## src/rtl/serial_adder_ctrl.sv

```systemverilog
// Bit-serial add controller driving an external 1-bit full adder, LSB first.
// Optional subtract support is enabled with the SERIAL_ADDER_SUB_EN macro.
module serial_adder_ctrl #(
  parameter int WIDTH = 8
) (
  input  logic             clk,
  input  logic             rst_n,
  input  logic             start,
  input  logic [WIDTH-1:0] op_a,
  input  logic [WIDTH-1:0] op_b,
  input  logic             cin,
  input  logic             mode,
  output logic             fa_a,
  output logic             fa_b,
  output logic             fa_cin,
  input  logic             fa_sum,
  input  logic             fa_cout,
  output logic             busy,
  output logic             done,
  output logic [WIDTH-1:0] result,
  output logic             cout
);

  localparam int CNT_W = $clog2(WIDTH);
  localparam logic [CNT_W-1:0] LAST_BIT = CNT_W'(WIDTH - 1);

  typedef enum logic [1:0] {
    IDLE = 2'd0,
    RUN  = 2'd1,
    DONE = 2'd2
  } state_t;

  state_t           state, state_nxt;
  logic [WIDTH-1:0] a_sr, b_sr, sum_sr;
  logic             carry;
  logic [CNT_W-1:0] bit_cnt;
  logic             accept, last_bit;
  logic [WIDTH-1:0] b_load;
  logic             carry_load;

`ifdef SERIAL_ADDER_SUB_EN
  // Subtract as a + ~b + 1; final carry then reads as "no borrow".
  assign b_load     = mode ? ~op_b : op_b;
  assign carry_load = mode ? 1'b1  : cin;
`else
  logic unused_mode;
  assign unused_mode = mode;
  assign b_load      = op_b;
  assign carry_load  = cin;
`endif

  assign accept   = (state == IDLE) && start;
  assign last_bit = (state == RUN) && (bit_cnt == LAST_BIT);

  always_comb begin
    state_nxt = state;
    busy      = 1'b0;
    done      = 1'b0;
    fa_a      = 1'b0;
    fa_b      = 1'b0;
    fa_cin    = 1'b0;
    case (state)
      IDLE: begin
        if (start) state_nxt = RUN;
      end
      RUN: begin
        busy   = 1'b1;
        fa_a   = a_sr[0];
        fa_b   = b_sr[0];
        fa_cin = carry;
        if (bit_cnt == LAST_BIT) state_nxt = DONE;
      end
      DONE: begin
        done      = 1'b1;
        state_nxt = IDLE;
      end
      default: state_nxt = IDLE;
    endcase
  end

  always_ff @(posedge clk or negedge rst_n) begin
    if (!rst_n) state <= IDLE;
    else        state <= state_nxt;
  end

  // Result and cout are captured on the edge that enters DONE, using the
  // final full-adder outputs directly, so they are valid while done is high.
  always_ff @(posedge clk or negedge rst_n) begin
    if (!rst_n) begin
      a_sr    <= '0;
      b_sr    <= '0;
      sum_sr  <= '0;
      carry   <= 1'b0;
      bit_cnt <= '0;
      result  <= '0;
      cout    <= 1'b0;
    end else if (accept) begin
      a_sr    <= op_a;
      b_sr    <= b_load;
      carry   <= carry_load;
      bit_cnt <= '0;
    end else if (state == RUN) begin
      a_sr    <= {1'b0, a_sr[WIDTH-1:1]};
      b_sr    <= {1'b0, b_sr[WIDTH-1:1]};
      sum_sr  <= {fa_sum, sum_sr[WIDTH-1:1]};
      carry   <= fa_cout;
      bit_cnt <= bit_cnt + CNT_W'(1);
      if (last_bit) begin
        result <= {fa_sum, sum_sr[WIDTH-1:1]};
        cout   <= fa_cout;
      end
    end
  end

endmodule

```

## config.mk

```make
export PLATFORM = sky130hd
export DESIGN_NAME = serial_adder_ctrl
export DESIGN_NICKNAME = d
export VERILOG_FILES = /design/src/rtl/serial_adder_ctrl.sv
export SDC_FILE = /design/constraint.sdc
export NUM_CORES = 1
export LEC_CHECK = 0
export ABC_AREA = 1
export CAP_MARGIN = 10
export CORE_ASPECT_RATIO = 1.75
export CORE_MARGIN = 2
export CORE_UTILIZATION = 40
export CTS_CLUSTER_SIZE = 14
export DETAILED_ROUTE_END_ITERATION = 6
export GPL_TIMING_DRIVEN = 0
export PLACE_DENSITY_LB_ADDON = 0.15
export SYNTH_ARGS = -nofsm -noshare
export SYNTH_HDL_FRONTEND = slang
export SYNTH_SLANG_ARGS = --single-unit
```

## constraint.sdc

```tcl
create_clock -name clk -period 3.45 [get_ports clk]
set_input_delay 0.345 -clock clk [delete_from_list [all_inputs] [get_ports clk]]
set_output_delay 0.345 -clock clk [all_outputs]
set_load 0.02 [all_outputs]
```

==> flow_summary.json <==
{
  "num_antenna_cells": 0,
  "nets": 254,
  "clockBufferDepth": 2,
  "cp-end-kind": "output port",
  "grt.busiest_layer": "met2",
  "synthAdderAreaFrac_pct": 1.53,
  "core_area_um2": 3900,
  "crit_path_cell_trace": "inv_1 > nand2_1 > buf_2 > nor2_1 > clkdlybuf4s50_1",
  "cts_tree": "built",
  "synth.area.mux_share_pct": 0,
  "fillers": 385,
  "io_buffers": 34,
  "final_max_slew_viol_count": 0,
  "via_count": 1350,
  "drive_gt1_share_pct": 8.26,
  "slowest_stage": "clkdlybuf4s50_1",
  "grt_pass1_vias": 1341,
  "slew-limit-headroom_pct": 44.7,
  "place_ws_ns": 1.52,
  "synth_area_leaders": "dfrtp_1 (58%), nand3_1 (15%), nand2_1 (14%)",
  "fin_area_um2": 2140,
  "leakagePower_uw": 0.00105,
  "grt_first_pass_wirelength_mm": 5.99,
  "cp_max_fo": 10,
  "fmax_mhz": 449,
  "path_delay_family": "buffers and inverters",
  "power-per-cell-area_nw_per_um2": 854,
  "drv_cap": 0,
  "clock-sinks": 38,
  "layout_setup_ws_ns": 1.22,
  "cts_root_buf": "clkbuf_8",
  "grt_max_degree": 39,
  "setup_viol": 0,
  "ys_seq_area_share_pct": 58.1,
  "place_congestion": 0.747,
  "synth-xor-area-share_pct": 0,
  "syn_to_final_growth_pct": 30.7,
  "drc_errors": 0,
  "synth_area_um2": 1640,
  "status": "complete, no violations",
  "pin_count": 37,
  "ys_types": 14,
  "final_common_cell": "nand2_1",
  "routedWlPerCell_um": 11.9,
  "netlist_instances": 188,
  "hold_class": "primary input to asynchronous set/reset pin",
  "ys_warn_count": 0,
  "worst_clock_skew_ns": 0.00170,
  "reg2reg_from": "bit_cnt[0]",
  "rsz0062_at_grt": "no",
  "drtPass1Iterations": 4,
  "drt_first_iter_violations": 24,
  "critPathLaunch": "state[1]",
  "hold_viol": 0,
  "synth_nets": 213,
  "hpwl_mm": 2.39,
  "cts-buffers-inserted": 5,
  "routed_via_density": 4.86,
  "cp.arrival_ns": 1.88,
  "fin_crit_sh_pct": 64.5,
  "clk_pin_slew_worst_paths_ns": 0.07,
  "synth_top_family_by_area": "simple AND/OR/NAND/NOR gates",
  "routed_wl_mm": 3.32,
  "dieArea_um2": 4640,
  "synth_top_cell_by_area": "dfrtp_1",
  "ir_drop_mv": 0.400,
  "fin_crit_ns": 2.23,
  "ctsResizeCount": 0,
  "tightest_slew_ns": 0.829,
  "whs_ns": 0.150,
  "use_met3_pct": 3.72,
  "worst-path-buf-inv": 3,
  "h-tree-depth": 2,
  "antenna_found_initial": 0,
  "ant_nets": 0,
  "synth-simple-area-share_pct": 32.4,
  "fp.dieW_um": 52.3,
  "syn_avg_cell_area_um2": 8.70,
  "place_area_um2": 2030,
  "critPathRequiredTime_ns": 3.11,
  "insertion_delay_ns": 0.29,
  "critPathMaxStageDelay_ns": 0.61,
  "start_kind": "flip-flop",
  "final_cell_mix": "nand2_1 (62), nand3_1 (50), dfrtp_1 (38)",
  "grt_overflow": 0,
  "post-cts-setup-buffers": 0,
  "grt_use_met2_pct": 29.3,
  "track_usage_pct": 17.3,
  "fin_setup_tns_ns": 0,
  "rows": 30,
  "synth_top_area_share_pct": 58.1,
  "die_h_um": 88.6,
  "hold_buffers": 0,
  "start_util_pct": 41.9,
  "synth_compound_area_share_pct": 2.45,
  "setup.worst_path.class": "flip-flop to output port",
  "ys_ff_latch": 38,
  "use_met1_pct": 20.7
}
state kept, by name, summed over array words and instances (netlist names):
register and cells:
b_sr 8, carry 1, cout 1, a_sr 8, result 8, sum_sr 7
state 2, bit_cnt 3
synth_stat cells (all sizes together):
| cell | count |
|---|---|
| nand2 | 63 |
| clkbuf | 2 |
| dfrtp | 38 |
| inv | 9 |
| ha | 2 |
| nor2 | 8 |
| buf | 8 |
| o21ai | 8 |
| nand3 | 50 |
power by group:
group / switching, uW / leakage, uW / total, uW / internal (uW)
clock: 149 / 0.0000524 / 365 / 216
combinational: 420 / 0.000508 / 730 / 310
sequential: 99.6 / 0.000485 / 729 / 630
total: 668 / 0.00105 / 1820 / 1160
metrics by stage:
step,power (uW),util (%),instances
3_3_place_gp,1470,52.1,270
5_1_grt,1990,54.7,278
6_report,1820,54.7,278
3_5_place_dp,1480,52.0,270
4_1_cts,1850,54.7,278
2_1_floorplan,1190,-,188
worst paths after layout:
kind,endpoint,depth (start not counted),slack (ns)
max,fa_a,5,1.22
min,result[7],1,0.15
max reg2reg,result[1],6,2.11
min reg2reg,result[2],2,0.47
max in group asynchronous,cout,1,2.78
min in group clk,b_sr[0],3,0.40
metal layers:
layer	wire (um)	vias to the layer above
li1	-	691
met1	1390	619
met2	1730	33
met3	139	7
met4	66	0
met5	0	-
layout make-up:
cell class              instances  area, um^2  area share (%)
plain buffers                  10        56.3            2.63
repair buffers                 34         335            15.7
clock buffers                   7        76.3            3.57
flip-flops and latches         38         951            44.5
well taps                      48        60.1            2.81
clock inverters                 1        30.0            1.41
multi-input cells             131         594            27.8
inverters                       9        33.8            1.58
logic make-up after synthesis:
logic type,after synthesis
flip-flops,38
buffers and inverters,19
AND/OR/NAND/NOR,121
adder cells (fa/ha/maj),2
AO/OA/AOI/OAI,8
Power figures use the tool's default switching activity.
